<file path="src/rtl/pwm_pkg.sv">
`default_nettype none
// +----------------------------------------------------------------------------+
// | pwm_pkg: shared types and constants for the center-aligned PWM modulator   |
// | Revision: 1.0                                                              |
// +----------------------------------------------------------------------------+
package pwm_pkg;

  localparam int                    PWM_DATA_W   = 8;
  localparam logic [PWM_DATA_W-1:0] PWM_CNT_MAX  = 8'hFF;
  localparam logic [PWM_DATA_W-1:0] PWM_DUTY_MID = 8'h80;

  typedef enum logic [1:0] {
    ST_IDLE  = 2'd0,
    ST_DEAD  = 2'd1,
    ST_DRIVE = 2'd2
  } dt_state_e;

  // Signed Q1.7 to offset binary (x + 128): flip the sign bit.
  function automatic logic [PWM_DATA_W-1:0] to_offset(input logic [PWM_DATA_W-1:0] s);
    return {~s[PWM_DATA_W-1], s[PWM_DATA_W-2:0]};
  endfunction

endpackage
`default_nettype wire

</file>
<file path="src/rtl/deadtime_gen.sv">
`default_nettype none
// +----------------------------------------------------------------------------+
// | deadtime_gen: dead-time inserter for the complementary PWM pair            |
// | Present only when PWM_DEADTIME_EN is defined.                              |
// | Revision: 1.0                                                              |
// +----------------------------------------------------------------------------+
`ifdef PWM_DEADTIME_EN
module deadtime_gen
  import pwm_pkg::*;
#(
  parameter int DEAD = 4
) (
  input  logic clk,
  input  logic rst_n,
  input  logic en,
  input  logic raw,
  output logic pwm_h,
  output logic pwm_l
);

  localparam logic [3:0] c_dead = 4'(DEAD);

  dt_state_e  r_state;
  dt_state_e  w_state_nxt;
  logic [3:0] r_timer;
  logic [3:0] w_timer_nxt;
  logic       r_raw_d;
  logic       w_toggle;

  assign w_toggle = raw ^ r_raw_d;

  // A toggle always wins over timer expiry so pulses of DEAD cycles or less vanish.
  always_comb begin
    w_state_nxt = r_state;
    w_timer_nxt = r_timer;
    if (!en) begin
      w_state_nxt = ST_IDLE;
      w_timer_nxt = '0;
    end else begin
      case (r_state)
        ST_IDLE: begin
          w_state_nxt = ST_DEAD;
          w_timer_nxt = c_dead;
        end
        ST_DEAD: begin
          if (w_toggle) begin
            w_timer_nxt = c_dead;
          end else if (r_timer <= 4'd1) begin
            w_state_nxt = ST_DRIVE;
            w_timer_nxt = '0;
          end else begin
            w_timer_nxt = r_timer - 4'd1;
          end
        end
        ST_DRIVE: begin
          if (w_toggle) begin
            w_state_nxt = ST_DEAD;
            w_timer_nxt = c_dead;
          end
        end
        default: begin
          w_state_nxt = ST_IDLE;
          w_timer_nxt = '0;
        end
      endcase
    end
  end

  always_ff @(posedge clk or negedge rst_n) begin
    if (!rst_n) begin
      r_state <= ST_IDLE;
      r_timer <= '0;
      r_raw_d <= 1'b0;
      pwm_h   <= 1'b0;
      pwm_l   <= 1'b0;
    end else begin
      r_state <= w_state_nxt;
      r_timer <= w_timer_nxt;
      r_raw_d <= raw;
      pwm_h   <= (w_state_nxt == ST_DRIVE) &  raw;
      pwm_l   <= (w_state_nxt == ST_DRIVE) & ~raw;
    end
  end

endmodule
`endif
`default_nettype wire

</file>
<file path="src/rtl/pwm_mod.sv">
`default_nettype none
// +----------------------------------------------------------------------------+
// | pwm_mod: center-aligned PWM modulator, triangular carrier, regular sampling|
// | Optional dead-time insertion via PWM_DEADTIME_EN.                          |
// | Revision: 1.0                                                              |
// +----------------------------------------------------------------------------+
module pwm_mod
  import pwm_pkg::*;
#(
  parameter int DEAD = 4
) (
  input  logic                  clk,
  input  logic                  rst_n,
  input  logic                  en,
  input  logic [PWM_DATA_W-1:0] x,
  output logic                  pwm_h,
  output logic                  pwm_l,
  output logic                  sync
);

  if (DEAD < 1 || DEAD > 15) begin : g_dead_range
    $error("pwm_mod: DEAD must lie in 1..15");
  end

  logic [PWM_DATA_W-1:0] r_cnt;
  logic                  r_dir_up;
  logic [PWM_DATA_W-1:0] r_duty;
  logic                  r_raw;
  logic                  w_valley;

  assign w_valley = (r_cnt == '0);

  // Carrier 0..255..1: 255 turns straight to 254, 1 turns via 0 back up.
  always_ff @(posedge clk or negedge rst_n) begin
    if (!rst_n) begin
      r_cnt    <= '0;
      r_dir_up <= 1'b1;
    end else if (!en) begin
      r_cnt    <= '0;
      r_dir_up <= 1'b1;
    end else if (r_dir_up) begin
      if (r_cnt == PWM_CNT_MAX) begin
        r_cnt    <= PWM_CNT_MAX - 8'd1;
        r_dir_up <= 1'b0;
      end else begin
        r_cnt <= r_cnt + 8'd1;
      end
    end else begin
      if (r_cnt == 8'd1) r_dir_up <= 1'b1;
      r_cnt <= r_cnt - 8'd1;
    end
  end

  always_ff @(posedge clk or negedge rst_n) begin
    if (!rst_n) begin
      r_duty <= PWM_DUTY_MID;
      r_raw  <= 1'b0;
      sync   <= 1'b0;
    end else if (!en) begin
      r_raw <= 1'b0;
      sync  <= 1'b0;
    end else begin
      sync  <= w_valley;
      r_raw <= (r_duty > r_cnt);
      if (w_valley) r_duty <= to_offset(x);
    end
  end

`ifdef PWM_DEADTIME_EN
  deadtime_gen #(
    .DEAD (DEAD)
  ) u_deadtime (
    .clk   (clk),
    .rst_n (rst_n),
    .en    (en),
    .raw   (r_raw),
    .pwm_h (pwm_h),
    .pwm_l (pwm_l)
  );
`else
  always_ff @(posedge clk or negedge rst_n) begin
    if (!rst_n) begin
      pwm_h <= 1'b0;
      pwm_l <= 1'b0;
    end else begin
      pwm_h <=  r_raw & en;
      pwm_l <= ~r_raw & en;
    end
  end
`endif

endmodule
`default_nettype wire

</file>
<file path="config.mk">
export PLATFORM = sky130hd
export DESIGN_NAME = pwm_mod
export DESIGN_NICKNAME = d
export VERILOG_FILES = /design/src/rtl/pwm_pkg.sv /design/src/rtl/deadtime_gen.sv /design/src/rtl/pwm_mod.sv
export SDC_FILE = /design/constraint.sdc
export NUM_CORES = 1
export LEC_CHECK = 0
export ABC_AREA = 1
export BUFFER_PORTS_ARGS = -buffer_cell sky130_fd_sc_hd__buf_2
export CORE_MARGIN = 10
export CORE_UTILIZATION = 60
export DETAILED_ROUTE_END_ITERATION = 16
export PLACE_DENSITY = 0.9
export SLEW_MARGIN = 20
export SYNTH_ARGS = -nofsm -noshare
export SYNTH_HDL_FRONTEND = slang
export SYNTH_SLANG_ARGS = --single-unit
</file>
<file path="constraint.sdc">
create_clock -name clk -period 2 [get_ports clk]
set_input_delay 0.2 -clock clk [delete_from_list [all_inputs] [get_ports clk]]
set_output_delay 0.2 -clock clk [all_outputs]
set_load 0.005 [all_outputs]
</file>
== Word-level counts from Yosys, hierarchy flattened ==
Index checks and enable logic that the tools add are counted.

* $add $sub $neg: 2
* Bitwise gates (word level): 4
* Reduce and logical (&&, ||, !) cells: 2
* Muxes and demuxes: 9
* $lt $le $gt $ge: 1
* Equal/unequal tests: 2

{| class="wikitable"
|+ Operators with widths
! cell !! count
|-
| 8-bit 2-to-1 mux || 3
|-
| 8-bit by 1-bit adder with 8-bit output (second input constant) || 1
|-
| 8-bit by 1-bit == test with 1-bit output (second input constant) || 1
|-
| 8-bit == test (second input constant) || 1
|-
| 8-bit > comparator || 1
|-
| 8-bit logical NOT || 1
|-
| 8-bit by 1-bit subtractor with 8-bit output (second input constant) || 1
|-
| 1-bit 2-to-1 mux || 6
|-
| 1-bit AND || 2
|-
| 1-bit inverter || 2
|-
| 2-bit AND reduction || 1
|}

* Output and inout port bits: 3
* Register bits after elaboration: 21
* Input bits: 11
* Logic and storage cells: 27

== Longest topological paths before layout ==
Gate-level depths: netlist of run 1.

* Word-level depth: 4
* Depth in mapped cells: 9
* Depth with buffers taken out: 8

== Worst setup path before layout of run 1 ==
OpenSTA, ideal clock, no wires.

* Path type: register -> register
* From: register r_cnt[0]
* To: register r_duty[0]
* Period minus slack after synthesis: 1381 ps
* Buffers on the path: 0
* Stages on the path, launching flop included: 8
* Path slack: 619 ps
* Required time: 1874 ps
* Setup time: 126 ps
* Arrival: 1255 ps
* Cells stage by stage: dfrtp_1 inv_1 ha_1 nand2_1 nor3_1 nand2_2 inv_2 o21ai_0

* Longest elaborated chain between the ends: 2

{| class="wikitable"
|+ Ends and longest elaborated chain
! what !! RTL line !! text
|-
| from (decl) || pwm_mod.sv:25 || <nowiki>logic [PWM_DATA_W-1:0] r_cnt;</nowiki>
|-
| from (signal assigned) || pwm_mod.sv:43 || <nowiki>r_cnt <= PWM_CNT_MAX - 8'd1;</nowiki>
|-
| from (signal assigned) || pwm_mod.sv:46 || <nowiki>r_cnt <= r_cnt + 8'd1;</nowiki>
|-
| from (signal assigned) || pwm_mod.sv:50 || <nowiki>r_cnt <= r_cnt - 8'd1;</nowiki>
|-
| 8-bit logical NOT || pwm_mod.sv:31 || <nowiki>assign w_valley = (r_cnt == '0);</nowiki>
|-
| 2-bit AND reduction (no source line) || - ||
|-
| to (signal assigned) || pwm_mod.sv:65 || <nowiki>if (w_valley) r_duty <= to_offset(x);</nowiki>
|-
| to (decl) || pwm_mod.sv:27 || <nowiki>logic [PWM_DATA_W-1:0] r_duty;</nowiki>
|}

No other way between the ends.
A chain may end at the register's enable or synchronous reset.

== Worst setup path in the final report of run 1 ==
Ends and elaborated chain as after synthesis.

==> summary.md, run 1 <==
| Metric | Value |
|---|---|
| Grt ovf | 0 |
| Crit path launch | r_cnt[0]$_DFF_PN0_ |
| Fmax | 626.6 MHz |
| Die height | 66.71 um |
| H-tree depth | 1 |
| Slew HR | 69.46% |
| Commonest cells post-synth | nand2_1 (59), nor2_1 (20), dfrtp_1 (19), inv_1 (19), ha_1 (12) |
| Ratio of cells with drive above 1 in the final layout | 12.95% |
| Die Area | 4450 um^2 |
| Final WL | 2938 um |
| CP max stage cell | dfrtp_1 |
| Worst-path clk slew | 0.13 ns |
| Setup TNS | 0 ns |
| Worst Setup Start Kind | register |
| Seq cells post-synth | 21 |
| Register area share after synthesis | 40.34% |
| CTS sink cnt | 21 |
| Pins over their slew limit | 0 |
| Peak supply drop | 596.8 uV |
| Vias/cell | 5.309 |
| Hold Worst Slack | 0.03156 ns |
| TritonCTS clock tree | done |
| Starting Density | 64.73% |
| IO Port Bufs | 13 |
| DR iter-0 viols | 84 |
| Most frequent cell after synthesis | nand2_1 |
| Cell count after synthesis | 178 |
| Syn nets | 201 |
| HP Start | x[7] |
| Area contributors post-synth | dfrtp_1 (36%), nand2_1 (17%), ha_1 (11%) |
| R2R Path Start | r_cnt[0]$_DFF_PN0_ |
| Final setup vio count | 0 |
| Pwr Density | 676.8 nW/um^2 |
| Area share of the largest cell type after synthesis | 36.33% |
| Fin. Hold Viols | 0 |
| Hold path depth | 2 |
| Final #Nets | 217 |
| Clk_skew | 0.005915 ns |
| Residual DRC | 0 |
| Die W | 66.71 um |
| Cell taking the most area after synthesis | dfrtp_1 |
| Crit path max fanout | 9 |
| TritonCTS buffer count | 3 |
| Crit path kind | register to register |
| Setup crit end kind | register |
| Min Tclk post-route | 1.596 ns |
| Clock Latency Late Sink | 0.31 ns |
| CTS max path bufs | 2 |
| Syn-to-layout area delta | 8.891% |
| Most used cell, CP | nand2_1 |
| Via count | 1168 |
| EDFF count, synth | 0 |
| Leakage power | 0.7845 nW |
| Post-CTS Resized | 0 |
| YS warnings | 0 |
| Drt wl/cell | 13.35 um |
| CTS Root Cell | clkbuf_4 |
| Vias in the first global route | 1177 |
| Detailed Place HPWL | 2258 um |
| Max stage delay on crit path | 0.46 ns |
| Least-Margin Pin Slew | 0.4580 ns |
| Antenna-violating nets left | 0 |
| GRT Util Overall | 14.29% |
| RePlAce Congestion | 0.9695 |
| CORE AREA | 2022 um^2 |
| Crit path required time | 2.24 ns |
| Synth Flop Type | dfrtp_1 |
| Largest net degree at the start of global routing | 22 |
| Stages on the worst setup path | 8 |
| Data arrival, critical path | 1.83 ns |
| WP buf/inv | 2 |
| Library cells used by synthesis | 21 |
| Initial antenna violation count | 0 |
| # Max-Cap Violations | 0 |
| Rows | 16 |
| Worst path top cell family by delay | simple AND/OR/NAND/NOR gates |
| Status | completed |
| Final period util | 79.79% |
| Netlist Area Pre-Place | 1309 um^2 |
| Total I/O pin count | 14 |
| Crit path cell chain | inv_1, ha_1, nand2_1, nor3_1, nand2_2, inv_2, nand2_1, o21ai_0 |
| Syn Area/Cell | 7.353 um^2 |
| Antenna Cells | 0 |
| Drt pass-1 iters | 4 |
| FF-to-FF path depth | 8 |
| RSZ-0062 raised after global routing | false |
| Hold crit path type | input pin to register |
| First-pass GRT wire length | 4988 um |
| Ys async rst share | 100.0% |
## sequential cells by signal (all words and copies together) (netlist names)
name / flops
pwm_h: 1
pwm_l: 1
r_cnt: 8
r_dir_up: 1
r_duty: 8
r_raw: 1
sync: 1
## cells by family after synthesis
group / count (synthesis) / synth area share (%)
AO/OA/AOI/OAI: 21 / 8.795
flip-flops: 21 / 40.34
buffers and inverters: 24 / 7.552
XOR/XNOR: 1 / 0.6693
AND/OR/NAND/NOR: 99 / 31.17
adder cells (fa/ha/maj): 12 / 11.47
## layer usage
layer,vias to the layer above,track usage (%),share of wire (%)
li1,595,-,-
met5,-,0,0
met4,0,10.99,4.1
met3,15,3.512,4.8
met1,519,15.76,44
met2,39,22.99,48
## cell type report
type                       instances  area [um^2]
multi-input combinational        133        681.9
fill                             179        596.8
sequential                        21        528.0
inverter                          21        78.83
timing repair buffer              14        75.07
tap                               27        33.78
clock buffer                       3        22.52
clock inverter                     1        5.005
## power by group
group / switching (mW) / internal (mW)
registers: 0.0346 / 0.480
logic: 0.136 / 0.0979
clock network: 0.141 / 0.0748
total: 0.312 / 0.653
## worst register-to-register path: stages, from the launching register on
cell and delay, ns:
dfrtp_1 0.46, inv_1 0.19, ha_1 0.18, nand2_1 0.04, nor3_1 0.20, nand2_2 0.17, inv_2 0.15, nand2_1 0.06
o21ai_0 0.07
## per-stage QoR
| stage | cells | setup slack, ns | utilization [%] | area, um^2 | power [mW] |
|---|---|---|---|---|---|
| final | 220 | 0.4041 | 70.48 | 1425 | 0.9646 |
| after global routing | 220 | 0.2300 | 70.48 | 1425 | 1.022 |
| after CTS | 220 | 0.3844 | 70.48 | 1425 | 0.9601 |
| after detailed placement | 215 | 0.4050 | 68.63 | 1388 | 0.7551 |
| after global placement | 215 | 0.5189 | 68.63 | 1388 | 0.7362 |
| after floorplan | 178 | 0.6189 | - | 1309 | 0.6792 |
## final timing paths
path,slack (ns),end
setup reg to reg,0.40,r_duty[0]$_DFFE_PN0P_
hold / removal,0.03,r_duty[7]$_DFFE_PN1P_
hold reg to reg,0.44,pwm_l$_DFF_PN0_
max in group asynchronous,1.31,r_dir_up$_DFF_PN1_
setup / recovery,0.40,r_duty[0]$_DFFE_PN0P_
min in group asynchronous,0.35,pwm_l$_DFF_PN0_
## cell usage in the layout (no fill, tap or decap)
master	count
clkinv_2	1
nor2_2	2
o211ai_1	2
inv_1	19
clkbuf_4	3
nand2_1	59
nand4_1	5
xor2_1	1
dfstp_2	2
buf_2	13
inv_2	2
o21bai_1	1
a21oi_1	10
nor2_1	20
nor3_1	1
o21ai_0	7
o21a_1	1
dfrtp_1	19
nand2_2	2
nand3_1	10
dlygate4sd3_1	1
ha_1	12
## repair_timing
action / CTS / global route
setup buffers: 0 / 0
hold buffers: 1 / 0
endpoints found under the hold margin: 19 / 0
endpoints found under the setup margin: 0 / 0
Power figures use the tool's default switching activity.
==> run 2: changes to the inputs <==
--- a/config.mk
+++ b/config.mk
@@ -8,9 +8,9 @@
 export ABC_AREA = 1
 export BUFFER_PORTS_ARGS = -buffer_cell sky130_fd_sc_hd__buf_2
 export CORE_MARGIN = 10
-export CORE_UTILIZATION = 60
+export CORE_UTILIZATION = 52
 export DETAILED_ROUTE_END_ITERATION = 16
-export PLACE_DENSITY = 0.9
+export PLACE_DENSITY = 0.84
 export SLEW_MARGIN = 20
 export SYNTH_ARGS = -nofsm -noshare
 export SYNTH_HDL_FRONTEND = slang
==> constraint.sdc (replaced) <==
create_clock -name clk -period 1.4 [get_ports clk]
set_input_delay 0.14 -clock clk [delete_from_list [all_inputs] [get_ports clk]]
set_output_delay 0.14 -clock clk [all_outputs]
set_load 0.005 [all_outputs]
==> summary.md, run 2 (synthesis gave the netlist of run 1 again) <==
| Metric | Value |
|---|---|
| Status | finished, violations left |
| Violated checks | setup timing |
| Syn-to-layout area delta | 29.83% |
| Worst Setup Start Kind | register |
| R2R Path Start | r_cnt[1]$_DFF_PN0_ |
| Crit path kind | register to register |
| Detailed Place HPWL | 2311 um |
| R2r setup slk | -0.01 ns |
| Cell Count, Final, Fillers Out | 238 |
| Final core occ | 69.86% |
| H-tree depth | 1 |
| FF-to-FF path depth | 8 |
| Placed Area | 1444 um^2 |
| TritonCTS buffer count | 3 |
| Drt pass-1 iters | 4 |
| Total I/O pin count | 14 |
| Final setup vio count | 1 |
| Final #Nets | 232 |
| Residual DRC | 0 |
| Final WL | 3442 um |
| Leakage power | 0.8792 nW |
| Setup TNS | -0.01499 ns |
| Met1 Resource Use GR | 14.24% |
| Rows | 18 |
| Ratio of cells with drive above 1 in the final layout | 34.62% |
| Crit path max fanout | 7 |
| Pins over their slew limit | 0 |
| Peak supply drop | 838.3 uV |
| RePlAce Congestion | 0.9469 |
| Pwr Density | 880.7 nW/um^2 |
| Hold path depth | 3 |
| Met2 usage | 23.77% |
| RR Endpoint | r_cnt[3]$_DFF_PN0_ |
| Largest net degree at the start of global routing | 22 |
| Most frequent cells in the layout | nand2_1 (51), inv_1 (17), nor2_1 (14) |
| CTS Root Cell | clkbuf_4 |
| Via count | 1314 |
| Drt wl/cell | 14.46 um |
| Vias in the first global route | 1278 |
| Final period util | 101.1% |
| Die height | 70.17 um |
| RSZ-0062 raised after global routing | true |
| Fin. Hold Viols | 0 |
| Antenna-violating nets left | 0 |
| Min Tclk post-route | 1.415 ns |
| Setup crit end kind | register |
| Initial antenna violation count | 0 |
| Worst-path clk slew | 0.13 ns |
| CTS max path bufs | 2 |
| Gr busiest metal | met2 |
| Data arrival, critical path | 1.65 ns |
| Crit path required time | 1.63 ns |
| Vias/cell | 5.521 |
| Antenna Cells | 0 |
| Slew HR | 68.74% |
| Post-route cell area | 1699 um^2 |
| Filler cells | 170 |
| Biggest regs | r_cnt x8, r_duty x8 |
| Met3 GRT Util | 3.107% |
| IO Port Bufs | 13 |
| TritonCTS clock tree | done |
| Final worst setup slack | -0.01499 ns |
| Starting Density | 53.81% |
| WHS Endpoint | r_duty[2]$_DFFE_PN0P_ |
| Hold crit path type | input pin to register |
| # Max-Cap Violations | 0 |
| Commonest non-fill, non-tap cell in the layout | nand2_1 |
| GRT Util Overall | 12.77% |
| DR iter-0 viols | 130 |
| Die Area | 4924 um^2 |
| Clock Latency Late Sink | 0.30 ns |
| HP Start | x[2] |
| Dpl cells | 225 |
| Grt ovf | 0 |
| CTS sink cnt | 21 |
| Fmax | 706.7 MHz |
| Clk_skew | 0.002016 ns |
| CORE AREA | 2432 um^2 |
| First-pass GRT wire length | 5416 um |
| Least-Margin Pin Slew | 0.4688 ns |
| Die W | 70.17 um |
-- run 2: cell types whose count changed in the layout (fill, tap and decap cells not counted), moves of 3 or more --
cell and delta:
buf_4 +11, nand2_1 -8, dfrtp_1 -6, dfrtp_2 +6
nor2_1 -6, ha_1 -5, nand2_2 +5, nor2_4 +5
a21oi_1 -4, a21oi_2 +4, nand2_4 +4, ha_2 +3
o21ai_0 -3
-- run 2: worst max-delay path by stage --
stage               slack, ns          startpoint  cells past startpoint                     to
floorplan                0.02  r_cnt[0]$_DFF_PN0_                      7  r_duty[0]$_DFFE_PN0P_
global placement        0.009  r_cnt[1]$_DFF_PN0_                      7  r_duty[0]$_DFFE_PN0P_
detailed placement      -0.12  r_cnt[0]$_DFF_PN0_                      7  r_duty[0]$_DFFE_PN0P_
CTS                     -0.04  r_cnt[1]$_DFF_PN0_                      8     r_cnt[7]$_DFF_PN0_
global route            -0.06  r_cnt[1]$_DFF_PN0_                      9     r_cnt[7]$_DFF_PN0_
finish                  -0.01  r_cnt[1]$_DFF_PN0_                      8     r_cnt[3]$_DFF_PN0_
-- run 2: area by class of cell --
| type | instances | area, um^2 | area share [%] |
|---|---|---|---|
| clock inverters | 1 | 5.005 | 0.2946 |
| repair buffers | 27 | 178.9 | 10.53 |
| inverters | 21 | 81.33 | 4.786 |
| well taps | 30 | 37.54 | 2.209 |
| flip-flops and latches | 21 | 535.5 | 31.52 |
| multi-input cells | 134 | 830.8 | 48.90 |
| clock buffers | 3 | 22.52 | 1.325 |
| repair inverters | 1 | 7.507 | 0.4418 |
-- run 2: routing by layer --
metal  share of wire, %  wire [um]  vias to the layer above
met5                  0          0                        -
met4                1.2         41                        0
met3                6.7        231                        7
met2                 50       1716                       68
met1                 42       1453                      610
li1                   -          -                      629
-- run 2: critical path: stages, from the launching register on --
cell and delay (ns):
dfrtp_1 0.42, buf_4 0.14, ha_2 0.18, nand2_2 0.08, nor2_4 0.14, nand2_4 0.08, nand2_4 0.13, a21oi_2 0.04
nor2_1 0.13
-- run 2: what timing repair did --
action	4_1_cts	5_1_grt
hold buffers	2	0
setup endpoints to repair	9	18
resized for setup	6	44
setup buffers	3	3
gates cloned	2	0
hold endpoints to repair	20	0
pin swaps	2	10
-- run 2: power breakdown --
part / switching (mW) / total (mW) / internal, mW
clock: 0.200 / 0.306 / 0.107
combinational: 0.256 / 0.461 / 0.205
sequential: 0.0428 / 0.729 / 0.686
total: 0.499 / 1.50 / 0.998
-- run 2: through the flow --
stage	setup WS (ns)	hold slack (ns)	total power [mW]
6_report	-0.01499	0.01653	1.496
5_1_grt	-0.05522	0.02612	1.590
4_1_cts	-0.04483	0.01926	1.417
3_5_place_dp	-0.1243	0.1231	1.091
3_3_place_gp	0.009199	0.1162	1.076
2_1_floorplan	0.01895	-0.1556	0.9703
==> run 3: changes to the inputs <==
--- a/config.mk
+++ b/config.mk
@@ -5,12 +5,11 @@
 export SDC_FILE = /design/constraint.sdc
 export NUM_CORES = 1
 export LEC_CHECK = 0
-export ABC_AREA = 1
 export BUFFER_PORTS_ARGS = -buffer_cell sky130_fd_sc_hd__buf_2
 export CORE_MARGIN = 10
-export CORE_UTILIZATION = 52
+export CORE_UTILIZATION = 51
 export DETAILED_ROUTE_END_ITERATION = 16
-export PLACE_DENSITY = 0.84
+export PLACE_DENSITY = 0.83
 export SLEW_MARGIN = 20
 export SYNTH_ARGS = -nofsm -noshare
 export SYNTH_HDL_FRONTEND = slang
==> summary.md, run 3 <==
| Metric | Value |
|---|---|
| Final worst setup slack | -0.2433 ns |
| CTS sink cnt | 21 |
| RePlAce Congestion | 0.8872 |
| Total I/O pin count | 14 |
| Grt ovf | 0 |
| Vias in the first global route | 1256 |
| CORE AREA | 2297 um^2 |
| YS warnings | 0 |
| Detailed Place HPWL | 2232 um |
| Crit path launch | r_cnt[3]$_DFF_PN0_ |
| Area share of the largest cell type after synthesis | 37.59% |
| Post-Synth Simple-Gate Area | 15.83% |
| Crit path kind | register to register |
| Pwr Density | 890.6 nW/um^2 |
| Worst Setup EP | r_duty[4]$_DFFE_PN0P_ |
| FF-to-FF path depth | 5 |
| Main combinational cell family by area after synthesis | simple AND/OR/NAND/NOR gates |
| Post-place setup slack | -0.2102 ns |
| Residual DRC | 0 |
| Cell count after synthesis | 119 |
| Status | finished, violations left |
| Mux contribution to synthesized area | 9.891% |
| TritonCTS buffer count | 3 |
| Largest net degree at the start of global routing | 22 |
| EDFF count, synth | 0 |
| Register area share after synthesis | 41.74% |
| Fmax | 608.5 MHz |
| Die height | 69.80 um |
| TritonCTS clock tree | done |
| Final WL | 4140 um |
| Pins over their slew limit | 0 |
| CTS max path bufs | 2 |
| Drt pass-1 iters | 4 |
| RR Endpoint | r_duty[4]$_DFFE_PN0P_ |
| Least-Margin Pin Slew | 0.4766 ns |
| Area contributors post-synth | dfrtp_1 (38%), ha_1 (12%), mux2_4 (8.3%) |
| Hold Worst Slack | 0.03804 ns |
| Dpl cells | 175 |
| Worst path top cell family by delay | simple AND/OR/NAND/NOR gates |
| RSZ-0062 raised after global routing | true |
| Setup crit end kind | register |
| Clock Latency Late Sink | 0.32 ns |
| Final setup vio count | 18 |
| Crit path cell chain | nor3_2, and4_1, and3_4, buf_12, mux2_4 |
| # Max-Cap Violations | 0 |
| Ys async rst share | 100.0% |
| IO Port Bufs | 13 |
| Library cells used by synthesis | 33 |
| Max stage delay on crit path | 0.44 ns |
| Cell Count, Final, Fillers Out | 196 |
| Worst Setup Start Kind | register |
| Post-route cell area | 1817 um^2 |
| Min Tclk post-route | 1.643 ns |
| Clk_skew | 0.005479 ns |
| GRT Util Overall | 14.71% |
| Initial antenna violation count | 1 |
| Antenna-violating nets left | 0 |
| R2r setup slk | -0.24 ns |
| DR iter-0 viols | 114 |
| Cell taking the most area after synthesis | dfrtp_1 |
| Seq cells post-synth | 21 |
| Netlist Area Pre-Place | 1265 um^2 |
| Violated checks | setup timing |
| Xor-xnor portion of the synthesized cell area | 2.770% |
| Stages on the worst setup path | 5 |
| Drt wl/cell | 21.12 um |
| Die W | 69.80 um |
| Rows | 17 |
| Syn Area/Cell | 10.63 um^2 |
| Syn nets | 142 |
| First-pass GRT wire length | 5954 um |
| CTS Root Cell | clkbuf_4 |
| Worst-path clk slew | 0.13 ns |
| Peak supply drop | 933.3 uV |
| H-tree depth | 1 |
| Final period util | 117.4% |
| Placed Area | 1505 um^2 |
| Leakage power | 0.8253 nW |
| Starting Density | 55.07% |
| Crit path required time | 1.62 ns |
| Commonest non-fill, non-tap cell in the layout | buf_4 |
| Post-synthesis adder-cell area fraction | 11.87% |
| Syn-to-layout area delta | 43.62% |
| Most frequent cells in the layout | buf_4 (25), dfrtp_1 (18), buf_2 (13) |
| Crit path max fanout | 9 |
| Ratio of cells with drive above 1 in the final layout | 53.29% |
| Slew HR | 68.23% |
| Via count | 1209 |
| Fin. Hold Viols | 0 |
| R2R Path Start | r_cnt[3]$_DFF_PN0_ |
| Biggest regs | r_cnt x8, r_duty x8 |
| Most frequent cell after synthesis | dfrtp_1 |
| CP max stage cell | dfrtp_1 |
| Final #Nets | 191 |
| Power, Total | 1.618 mW |
| Synth Flop Type | dfrtp_1 |
| Commonest cells post-synth | dfrtp_1 (19), ha_1 (12), inv_1 (11), mux2_4 (7), nor2_1 (7) |
| Data arrival, critical path | 1.86 ns |
| Vias/cell | 6.168 |
| Synth Area in Compound Gates | 12.36% |
| Die Area | 4872 um^2 |
| Hold crit path type | input pin to register |
| WP buf/inv | 1 |
[run 3: how the worst min path moves through the flow]
stage               start                    end  slack [ns]  depth (start not counted)
global route         x[3]  r_duty[3]$_DFFE_PN0P_        0.03                          2
global placement    rst_n     r_cnt[6]$_DFF_PN0_        0.11                          1
floorplan           rst_n        pwm_h$_DFF_PN0_       -0.16                          0
CTS                  x[3]  r_duty[3]$_DFFE_PN0P_        0.03                          2
detailed placement  rst_n     r_cnt[7]$_DFF_PN0_        0.12                          1
finish               x[1]  r_duty[1]$_DFFE_PN0P_        0.04                          2
[run 3: layer usage]
metal	part of all wire [%]	routed length [um]	vias up	GRT usage, %
met5	0	0	-	0
met1	39	1602	588	16.46
met3	6.5	270	29	3.281
li1	-	-	525	-
met2	48	1973	67	22.98
met4	7.1	294	0	12.39
[run 3: final cells by class]
type	instances	area [um^2]
Multi-Input combinational cell	83	809.5
Sequential cell	21	529.3
Fill cell	133	480.5
Timing Repair Buffer	48	371.6
Inverter	11	41.29
Tap cell	28	35.03
Clock buffer	3	22.52
Clock inverter	1	5.005
Antenna cell	1	2.502
[run 3: cells by family (layout without fill, tap and decap cells)]
group / Yosys count / after routing
and+or+nand+nor: 35 / 35
AOI/OAI and AO/OA: 23 / 23
DFF: 21 / 21
buffers and inverters: 15 / 63
adders and majority gates: 12 / 12
muxes: 9 / 9
xor gates and xnor gates: 4 / 4
other: 0 / 1
[run 3: report_power, final]
group,internal [mW],switching [mW],leakage (nW)
sequential,0.696,0.0665,0.262
clock,0.107,0.210,0.0177
combinational,0.290,0.248,0.545
total,1.09,0.525,0.825
[run 3: metrics by stage]
| step | setup TNS (ns) | util, % |
|---|---|---|
| finish | -2.831 | 79.09 |
| global route | -4.004 | 79.09 |
| CTS | -1.439 | 72.71 |
| detailed placement | -1.514 | 65.52 |
| global placement | -1.102 | 65.52 |
| floorplan | -0.7948 | - |
[run 3: worst reg2reg max path: cells and delay by family (launching register included)]
kind | cells | cell delay (ns)
simple gates | 3 | 0.64
flops | 1 | 0.44
mux | 1 | 0.31
buf+inv | 1 | 0.13
[run 3: repair_timing]
action | in CTS | in global routing
gates resized for setup | 13 | 26
hold buffers | 2 | 0
setup buffers | 9 | 7
pin swaps | 6 | 17
setup endpoints to repair | 14 | 18
hold endpoints to repair | 20 | 0
